`config.mk`:
```
export PLATFORM = sky130hd
export DESIGN_NAME = region_guard_flat
export DESIGN_NICKNAME = d
export VERILOG_FILES = /design/src/rtl/region_guard_pkg.sv /design/src/rtl/region_guard_if.sv /design/src/rtl/region_guard_match.sv /design/src/rtl/region_guard.sv /design/src/flat_wrapper.sv
export SDC_FILE = /design/constraint.sdc
export NUM_CORES = 1
export LEC_CHECK = 0
export ABC_AREA = 1
export BUFFER_PORTS_ARGS = -buffer_cell sky130_fd_sc_hd__buf_2
export CAP_MARGIN = 10
export CORE_UTILIZATION = 45
export CTS_CLUSTER_DIAMETER = 80
export DETAILED_ROUTE_END_ITERATION = 7
export PLACE_DENSITY = 0.81
export SETUP_SLACK_MARGIN = 0.4
export SLEW_MARGIN = 5
export SYNTH_ARGS = -nofsm -noshare
export SYNTH_HDL_FRONTEND = slang
export SYNTH_SLANG_ARGS = --single-unit
```
`constraint.sdc`:
```
create_clock -name clk -period 1.85 [get_ports clk]
set_input_delay 0.2775 -clock clk [delete_from_list [all_inputs] [get_ports clk]]
set_output_delay 0.2775 -clock clk [all_outputs]
set_load 0.005 [all_outputs]
```
`src/rtl/region_guard_pkg.sv`:
```
// Shared constants and helpers for the region_guard write/exec boundary monitor.
package region_guard_pkg;

  // Monitor state: RUN lets the core execute, KILL holds it in reset.
  typedef enum logic {
    RG_RUN  = 1'b0,
    RG_KILL = 1'b1
  } rg_state_e;

  // Bit positions inside a region's 3-bit mode field.
  localparam int RG_M_CPU  = 0;  // CPU writes are forbidden
  localparam int RG_M_DMA  = 1;  // DMA writes are forbidden
  localparam int RG_M_TCBX = 2;  // CPU writes allowed while pc is inside the TCB

  // Bit positions inside the sticky cause vector {exec, dma, cpu}.
  localparam int RG_C_CPU  = 0;
  localparam int RG_C_DMA  = 1;
  localparam int RG_C_EXEC = 2;

  // Region code reported when the capture is an execution violation.
  localparam logic [2:0] RG_EXEC_REGION = 3'h7;

  // Inclusive unsigned range test; addresses are zero-extended to 32 bits
  // by the caller, so any ADDR_W up to 32 works. lo > hi never matches.
  function automatic logic rg_in_range(input logic [31:0] a,
                                       input logic [31:0] lo,
                                       input logic [31:0] hi);
    rg_in_range = (a >= lo) && (a <= hi);
  endfunction

  // Eight-bit counter increment that sticks at all-ones.
  function automatic logic [7:0] rg_sat_inc8(input logic [7:0] v);
    rg_sat_inc8 = (v == 8'hFF) ? 8'hFF : (v + 8'h01);
  endfunction

endpackage

```
`src/rtl/region_guard_if.sv`:
```
// Bus bundle between the openMSP430 core side and the region_guard monitor.
// master: core/system side driving the observed signals; slave: the monitor.
interface region_guard_if #(
  parameter int ADDR_W = 16
) ();
  logic [ADDR_W-1:0] pc;
  logic [ADDR_W-1:0] data_addr;
  logic              data_en;
  logic [ADDR_W-1:0] dma_addr;
  logic              dma_en;
  logic [ADDR_W-1:0] ER_min;
  logic [ADDR_W-1:0] ER_max;
  logic              er_check_en;
  logic              kill_rst;
  logic [7:0]        viol_cnt;
  logic [2:0]        viol_src;
  logic [2:0]        viol_region;
  logic [ADDR_W-1:0] viol_addr;

  modport master (
    output pc, data_addr, data_en, dma_addr, dma_en, ER_min, ER_max, er_check_en,
    input  kill_rst, viol_cnt, viol_src, viol_region, viol_addr
  );

  modport slave (
    input  pc, data_addr, data_en, dma_addr, dma_en, ER_min, ER_max, er_check_en,
    output kill_rst, viol_cnt, viol_src, viol_region, viol_addr
  );
endinterface

```
`src/rtl/region_guard_match.sv`:
```
// region_match: bounds comparator for one protected region. Produces the
// per-region CPU and DMA write-violation hits; the TCB exemption applies to
// CPU writes only.
module region_match
  import region_guard_pkg::*;
#(
  parameter int              ADDR_W = 16,
  parameter logic [ADDR_W-1:0] MIN  = '0,
  parameter logic [ADDR_W-1:0] MAX  = '0,
  parameter logic [2:0]      MODE   = 3'b011
) (
  input  logic [ADDR_W-1:0] data_addr,
  input  logic              data_en,
  input  logic [ADDR_W-1:0] dma_addr,
  input  logic              dma_en,
  input  logic              in_tcb,
  output logic              cpu_hit,
  output logic              dma_hit
);
  logic cpu_in_s;
  logic dma_in_s;

  assign cpu_in_s = rg_in_range(32'(data_addr), 32'(MIN), 32'(MAX));
  assign dma_in_s = rg_in_range(32'(dma_addr), 32'(MIN), 32'(MAX));

  assign cpu_hit = data_en && cpu_in_s && MODE[RG_M_CPU] && !(MODE[RG_M_TCBX] && in_tcb);
  assign dma_hit = dma_en && dma_in_s && MODE[RG_M_DMA];
endmodule

```
`src/rtl/region_guard.sv`:
```
// region_guard: multi-region write/execution boundary monitor for the CFA
// subsystem. Drives a registered kill reset on any violation and holds it
// for at least KILL_HOLD cycles and until the core sits at RESET_HANDLER.
// Optional build macro: VIOL_LOG_EN enables the viol_region/viol_addr capture.
module region_guard
  import region_guard_pkg::*;
#(
  parameter int                          NUM_REGIONS     = 4,
  parameter int                          ADDR_W          = 16,
  parameter logic [NUM_REGIONS*ADDR_W-1:0] REGION_MIN_VEC  = '0,
  parameter logic [NUM_REGIONS*ADDR_W-1:0] REGION_MAX_VEC  = '0,
  parameter logic [NUM_REGIONS*3-1:0]    REGION_MODE_VEC = {NUM_REGIONS{3'b011}},
  parameter logic [ADDR_W-1:0]           TCB_BASE        = 16'hA000,
  parameter logic [ADDR_W-1:0]           TCB_SIZE        = 16'h4000,
  parameter logic [ADDR_W-1:0]           RESET_HANDLER   = 16'h0000,
  parameter int                          KILL_HOLD       = 8
) (
  input logic           clk,
  input logic           reset,
  region_guard_if.slave bus
);
  localparam int HOLD_W = $clog2(KILL_HOLD + 1);
  localparam logic [HOLD_W-1:0] HOLD_RELOAD = HOLD_W'(KILL_HOLD - 1);
  // One extra bit so TCB_BASE+TCB_SIZE at the top of memory does not wrap.
  localparam logic [ADDR_W:0] TCB_END = {1'b0, TCB_BASE} + {1'b0, TCB_SIZE};

  logic [NUM_REGIONS-1:0] cpu_hit_s;
  logic [NUM_REGIONS-1:0] dma_hit_s;
  logic                   in_tcb_s;
  logic                   cpu_v_s;
  logic                   dma_v_s;
  logic                   exec_v_s;
  logic                   viol_s;
  logic [2:0]             cause_s;

  rg_state_e              state_r;
  logic                   kill_rst_r;
  logic [HOLD_W-1:0]      hold_cnt_r;
  logic [7:0]             viol_cnt_r;
  logic [2:0]             viol_src_r;

  assign in_tcb_s = (bus.pc >= TCB_BASE) && ({1'b0, bus.pc} < TCB_END);

  for (genvar i = 0; i < NUM_REGIONS; i++) begin : g_region
    region_match #(
      .ADDR_W (ADDR_W),
      .MIN    (REGION_MIN_VEC[i*ADDR_W +: ADDR_W]),
      .MAX    (REGION_MAX_VEC[i*ADDR_W +: ADDR_W]),
      .MODE   (REGION_MODE_VEC[i*3 +: 3])
    ) u_match (
      .data_addr (bus.data_addr),
      .data_en   (bus.data_en),
      .dma_addr  (bus.dma_addr),
      .dma_en    (bus.dma_en),
      .in_tcb    (in_tcb_s),
      .cpu_hit   (cpu_hit_s[i]),
      .dma_hit   (dma_hit_s[i])
    );
  end

  assign cpu_v_s  = |cpu_hit_s;
  assign dma_v_s  = |dma_hit_s;
  // The reset handler itself is always executable so a killed core can restart.
  assign exec_v_s = bus.er_check_en && ((bus.pc < bus.ER_min) || (bus.pc > bus.ER_max)) &&
                    !in_tcb_s && (bus.pc != RESET_HANDLER);
  assign viol_s   = cpu_v_s || dma_v_s || exec_v_s;

  // Pack the per-class violations into the cause-vector layout.
  always_comb begin
    cause_s            = 3'b000;
    cause_s[RG_C_CPU]  = cpu_v_s;
    cause_s[RG_C_DMA]  = dma_v_s;
    cause_s[RG_C_EXEC] = exec_v_s;
  end

  // RUN/KILL state machine with hold counter, violation counter and sticky cause.
  always_ff @(posedge clk or posedge reset) begin
    if (reset) begin
      state_r    <= RG_KILL;
      kill_rst_r <= 1'b1;
      hold_cnt_r <= '0;
      viol_cnt_r <= 8'h00;
      viol_src_r <= 3'b000;
    end else begin
      case (state_r)
        RG_RUN: begin
          if (viol_s) begin
            state_r    <= RG_KILL;
            kill_rst_r <= 1'b1;
            hold_cnt_r <= HOLD_RELOAD;
            viol_cnt_r <= rg_sat_inc8(viol_cnt_r);
            viol_src_r <= viol_src_r | cause_s;
          end else begin
            kill_rst_r <= 1'b0;
          end
        end
        RG_KILL: begin
          if (viol_s) begin
            // Repeat offence: restart the hold window, count only RUN->KILL.
            kill_rst_r <= 1'b1;
            hold_cnt_r <= HOLD_RELOAD;
            viol_src_r <= viol_src_r | cause_s;
          end else if ((hold_cnt_r == '0) && (bus.pc == RESET_HANDLER)) begin
            state_r    <= RG_RUN;
            kill_rst_r <= 1'b0;
          end else if (hold_cnt_r != '0) begin
            kill_rst_r <= 1'b1;
            hold_cnt_r <= hold_cnt_r - HOLD_W'(1);
          end else begin
            kill_rst_r <= 1'b1;
          end
        end
        default: begin
          state_r    <= RG_KILL;
          kill_rst_r <= 1'b1;
          hold_cnt_r <= HOLD_RELOAD;
        end
      endcase
    end
  end

  assign bus.kill_rst = kill_rst_r;
  assign bus.viol_cnt = viol_cnt_r;
  assign bus.viol_src = viol_src_r;

`ifdef VIOL_LOG_EN
  logic [2:0]        cpu_idx_s;
  logic [2:0]        dma_idx_s;
  logic [2:0]        log_region_s;
  logic [ADDR_W-1:0] log_addr_s;
  logic [2:0]        viol_region_r;
  logic [ADDR_W-1:0] viol_addr_r;

  // Lowest-index hitting region for each write source (scan high to low).
  always_comb begin
    cpu_idx_s = 3'h0;
    dma_idx_s = 3'h0;
    for (int i = NUM_REGIONS - 1; i >= 0; i--) begin
      if (cpu_hit_s[i]) begin
        cpu_idx_s = 3'(i);
      end else begin
        cpu_idx_s = cpu_idx_s;
      end
      if (dma_hit_s[i]) begin
        dma_idx_s = 3'(i);
      end else begin
        dma_idx_s = dma_idx_s;
      end
    end
  end

  // Capture priority: CPU, then DMA, then execution.
  always_comb begin
    log_region_s = RG_EXEC_REGION;
    log_addr_s   = bus.pc;
    if (cpu_v_s) begin
      log_region_s = cpu_idx_s;
      log_addr_s   = bus.data_addr;
    end else if (dma_v_s) begin
      log_region_s = dma_idx_s;
      log_addr_s   = bus.dma_addr;
    end else begin
      log_region_s = RG_EXEC_REGION;
      log_addr_s   = bus.pc;
    end
  end

  // Record the latest offending region/address on every violating cycle.
  always_ff @(posedge clk or posedge reset) begin
    if (reset) begin
      viol_region_r <= 3'h0;
      viol_addr_r   <= '0;
    end else if (viol_s) begin
      viol_region_r <= log_region_s;
      viol_addr_r   <= log_addr_s;
    end else begin
      viol_region_r <= viol_region_r;
      viol_addr_r   <= viol_addr_r;
    end
  end

  assign bus.viol_region = viol_region_r;
  assign bus.viol_addr   = viol_addr_r;
`else
  assign bus.viol_region = 3'h0;
  assign bus.viol_addr   = '0;
`endif

endmodule

```
`src/flat_wrapper.sv`:
```
// flat-port wrapper written by rule: the top's interface ports become plain ports
module region_guard_flat import region_guard_pkg::*;
#(
  parameter int                          NUM_REGIONS     = 4,
  parameter int                          ADDR_W          = 16,
  parameter logic [NUM_REGIONS*ADDR_W-1:0] REGION_MIN_VEC  = '0,
  parameter logic [NUM_REGIONS*ADDR_W-1:0] REGION_MAX_VEC  = '0,
  parameter logic [NUM_REGIONS*3-1:0]    REGION_MODE_VEC = {NUM_REGIONS{3'b011}},
  parameter logic [ADDR_W-1:0]           TCB_BASE        = 16'hA000,
  parameter logic [ADDR_W-1:0]           TCB_SIZE        = 16'h4000,
  parameter logic [ADDR_W-1:0]           RESET_HANDLER   = 16'h0000,
  parameter int                          KILL_HOLD       = 8
)
  (clk, reset, bus_pc, bus_data_addr, bus_data_en, bus_dma_addr, bus_dma_en, bus_ER_min, bus_ER_max, bus_er_check_en, bus_kill_rst, bus_viol_cnt, bus_viol_src, bus_viol_region, bus_viol_addr);
  region_guard_if #(.ADDR_W(ADDR_W)) bus_i ();
  input logic clk;
  input logic reset;
  input wire logic [$bits(bus_i.pc)-1:0] bus_pc;
  input wire logic [$bits(bus_i.data_addr)-1:0] bus_data_addr;
  input wire logic [$bits(bus_i.data_en)-1:0] bus_data_en;
  input wire logic [$bits(bus_i.dma_addr)-1:0] bus_dma_addr;
  input wire logic [$bits(bus_i.dma_en)-1:0] bus_dma_en;
  input wire logic [$bits(bus_i.ER_min)-1:0] bus_ER_min;
  input wire logic [$bits(bus_i.ER_max)-1:0] bus_ER_max;
  input wire logic [$bits(bus_i.er_check_en)-1:0] bus_er_check_en;
  output wire logic [$bits(bus_i.kill_rst)-1:0] bus_kill_rst;
  output wire logic [$bits(bus_i.viol_cnt)-1:0] bus_viol_cnt;
  output wire logic [$bits(bus_i.viol_src)-1:0] bus_viol_src;
  output wire logic [$bits(bus_i.viol_region)-1:0] bus_viol_region;
  output wire logic [$bits(bus_i.viol_addr)-1:0] bus_viol_addr;
  assign bus_i.pc = bus_pc;
  assign bus_i.data_addr = bus_data_addr;
  assign bus_i.data_en = bus_data_en;
  assign bus_i.dma_addr = bus_dma_addr;
  assign bus_i.dma_en = bus_dma_en;
  assign bus_i.ER_min = bus_ER_min;
  assign bus_i.ER_max = bus_ER_max;
  assign bus_i.er_check_en = bus_er_check_en;
  assign bus_kill_rst = bus_i.kill_rst;
  assign bus_viol_cnt = bus_i.viol_cnt;
  assign bus_viol_src = bus_i.viol_src;
  assign bus_viol_region = bus_i.viol_region;
  assign bus_viol_addr = bus_i.viol_addr;
  region_guard #(.NUM_REGIONS(NUM_REGIONS), .ADDR_W(ADDR_W), .REGION_MIN_VEC(REGION_MIN_VEC), .REGION_MAX_VEC(REGION_MAX_VEC), .REGION_MODE_VEC(REGION_MODE_VEC), .TCB_BASE(TCB_BASE), .TCB_SIZE(TCB_SIZE), .RESET_HANDLER(RESET_HANDLER), .KILL_HOLD(KILL_HOLD)) u_core (.clk(clk), .reset(reset), .bus(bus_i));
endmodule
```
==> impl_metrics.csv <==
group,metric,value,unit
worst_setup_path,crit_chain,"buf_8 -> ha_4 -> nand4_1 -> nor3_4 -> nand2_1 -> nand2_1 -> nand2_2 -> nand2_2 -> nand2_4 -> nand2_8 -> nand2_8 -> nand2_2 -> nand2_1",
worst_setup_path,critPathLaunchType,"primary input",
routing,dr.pass1.iters,4,
synth,synth_seq_cells,16,
worst_setup_path,crit_path_max_fanout,8,
global_routing,track_usage,0.206,
synth,synthXorXnorAreaFrac,0.00837,
floorplanning,chipHeight,70.2,µm
synth,synth-edff-count,0,
routing,routed_wl,5.15,mm
final_layout,layout-drive-gt1-share,0.462,
synth,synth_cells,303,
synth,ys_top_cells_by_count,"74 x nand2_1, 55 x inv_1, 34 x ha_1",
clock_tree,cts_buffers,3,
worst_setup_path,critPathMaxStageDelay,260,ps
global_routing,gr-total-overflow,0,
sta,fin_skew,1.22,ps
sta,max_freq,626,MHz
synth,yosys_warnings,0,
sta,setup_ws,252,ps
synth,yosysTopAreaCell,"ha_1",
synth,synth_top_family_by_area,"simple AND/OR/NAND/NOR gates",
routing,drt-vias-per-instance,4.76,
worst_hold_path,min_path_type,"primary input to async pin",
clock_tree,clkLatencyLatePin,260,ps
final_layout,syn_to_final_growth,46.7,%
clock_tree,clockBufferDepth,2,
synth,yosys.area_share.adder,0.203,
global_routing,grt_pass1_vias,2040,
sta,rsz0062_at_grt,"true",
synth,async_flop_share,1.00,
worst_setup_path,cp_num_buf_inv,1,
sta,finalHoldViolCount,0,
floorplanning,num_rows,24,
sta,period_share,0.864,
synth,syn_area,2090,µm²
synth,synth-main-ff-cell,"dfrtp_1",
global_routing,grt_pass1_wl,8.18,mm
synth,yosysMostFrequentCell,"nand2_1",
final_layout,final_nets,529,
floorplanning,num_io_pins,116,
sta,slew_headroom,0.590,
final_layout,fin_util,0.696,
clock_tree,cts_tree,"built",
placed_design,io_buffers,96,
clock_tree,cts_hold_buffers,0,
power_and_ir_drop,p_leak,1.68,nW
global_routing,antenna_found_initial,0,
floorplanning,dieArea,4930,µm²
power_and_ir_drop,p_total,1.38,mW
floorplanning,core,4410,µm²
worst_setup_path,end_kind,"flop",
sta,finalMaxSlewViolations,0,
worst_setup_path,critPathSlowestCell,"ha_4",
sta,worst_pin_slew,615,ps
global_routing,grt_max_degree,17,
final_layout,layout.filler_cells,376,
synth,synth_seq_area_share,0.192,
worst_setup_path,crit_type,"primary input to flop",
routing,routedWlPerCell,11.2,µm
sta,setup-violations-final,0,
power_and_ir_drop,power_density,448,nW/µm²
clock_tree,cts_sinks,16,
final_layout,diodes,0,
synth,synth_top_area_share,0.203,
worst_setup_path,critical_path.top_delay_family,"simple AND/OR/NAND/NOR gates",
placed_design,dp_slack,-24.1,ps
power_and_ir_drop,peakVddDrop,242,µV
sta,finalCriticalPeriod,1600,ps
run,cap_violations,0,
routing,drc_errors,0,
synth,synth.area.mux_share,0,
routing,ant_nets,0,
routing,route.vias.total,2195,
routing,drtIter0Drc,87,
outcome,status,"complete, no violations",
clock_tree,cts.htree.levels,1,
placed_design,gp_congestion,0.811,
placed_design,placed_cells,452,
worst_setup_path,critPathArrivalTime,1740,ps
floorplanning,initial_utilization,0.474,
synth,syn_avg_cell_area,6.91,µm²
synth,synth-compound-area-share,0.0580,
floorplanning,die_width,70.2,µm
worst_setup_path,required,2000,ps
synth,synthDistinctLibCells,32,
clock_tree,root_buffer,"clkbuf_8",
synth,synth_simple_gate_area_frac,0.353,
clock_tree,clk_pin_slew_worst_paths,60,ps
synth,synth_area_leaders,"ha_1 20%, dfrtp_1 18%, nand2_1 13%",
final_layout,final_cells,461,
sta,holdWs,91.3,ps
placed_design,dp_hpwl,4.18,mm
## per-stage QoR
stage / setup TNS, ps / cell area, µm²
4_1_cts: 0 / 2960
3_3_place_gp: 0 / 2790
2_1_floorplan: 0 / 2370
5_1_grt: 0 / 3070
3_5_place_dp: -75.6 / 2790
6_report: 0 / 3070
## state kept, by name (all words and copies together), names as in the netlist
| name | count |
|---|---|
| u_core.bus.viol_cnt | 8 |
| u_core.bus.viol_src | 3 |
| u_core.hold_cnt_r | 4 |
| u_core.state_r | 1 |
## path summary, 6_finish.rpt
check                                             from                      to  slack (ps)  cells after the start
max in group asynchronous                        reset  u_core.bus.viol_src[0]        1360                      2
min in group clk                      bus_dma_addr[13]  u_core.bus.viol_src[1]         310                      4
worst min register to register  u_core.bus.viol_src[1]  u_core.bus.viol_src[1]         470                      2
worst max-delay path                        bus_pc[10]  u_core.bus.viol_cnt[2]         250                     13
worst max register to register  u_core.bus.viol_cnt[0]  u_core.bus.viol_cnt[2]         330                      7
worst min-delay path                             reset    u_core.hold_cnt_r[2]          90                      2
## what timing repair did
item                       CTS  global route
pin swaps                   12            27
cloned                       0             0
setup endpoints to repair   13            13
setup buffers                4             1
resized for setup           20            27
## power breakdown
part,switching [mW],internal (mW)
Clock,0.127,0.153
Combinational,0.339,0.316
Sequential,0.0421,0.398
Total,0.508,0.867
## final cells by class
| cell class | count | area (µm²) | area share |
|---|---|---|---|
| multi-input combinational | 226 | 1690 | 0.552 |
| timing repair buffer | 105 | 618 | 0.201 |
| sequential | 16 | 402 | 0.131 |
| inverter | 58 | 248 | 0.0807 |
| tap | 52 | 65.1 | 0.0212 |
| clock buffer | 4 | 45.0 | 0.0147 |
## worst register-to-register path, delay by kind of cell, from the launching register on
family | cells | cell delay, ps
fa+ha+maj | 1 | 220
flops | 1 | 440
simple gates | 6 | 800
## metal layers
layer | GRT usage | vias to the layer above | wire length (µm)
met5 | 0 | - | 0
met4 | 0.0844 | 0 | 111
met3 | 0.0346 | 8 | 353
met2 | 0.378 | 83 | 2570
met1 | 0.235 | 963 | 2110
li1 | - | 1141 | -
## cells in the final DEF (no fill, tap or decap), types with 12 or more instances in the layout
cell	count
buf_2	88
nand2_1	62
inv_1	39
nor2_1	20
conb_1	19
ha_1	17
ha_4	17
dfrtp_1	15
inv_2	14
nand2_2	14
nand3_2	12
## cell families (layout without fill, tap and decap cells)
| family | Yosys count | count (layout) |
|---|---|---|
| other | 1 | 19 |
| AND/OR/NAND/NOR | 148 | 148 |
| AO/OA/AOI/OAI | 23 | 23 |
| adder cells (fa/ha/maj) | 34 | 34 |
| XOR/XNOR | 2 | 2 |
| buffers and inverters | 79 | 167 |
| flip-flops | 16 | 16 |
(Power assumes the default switching activity.)
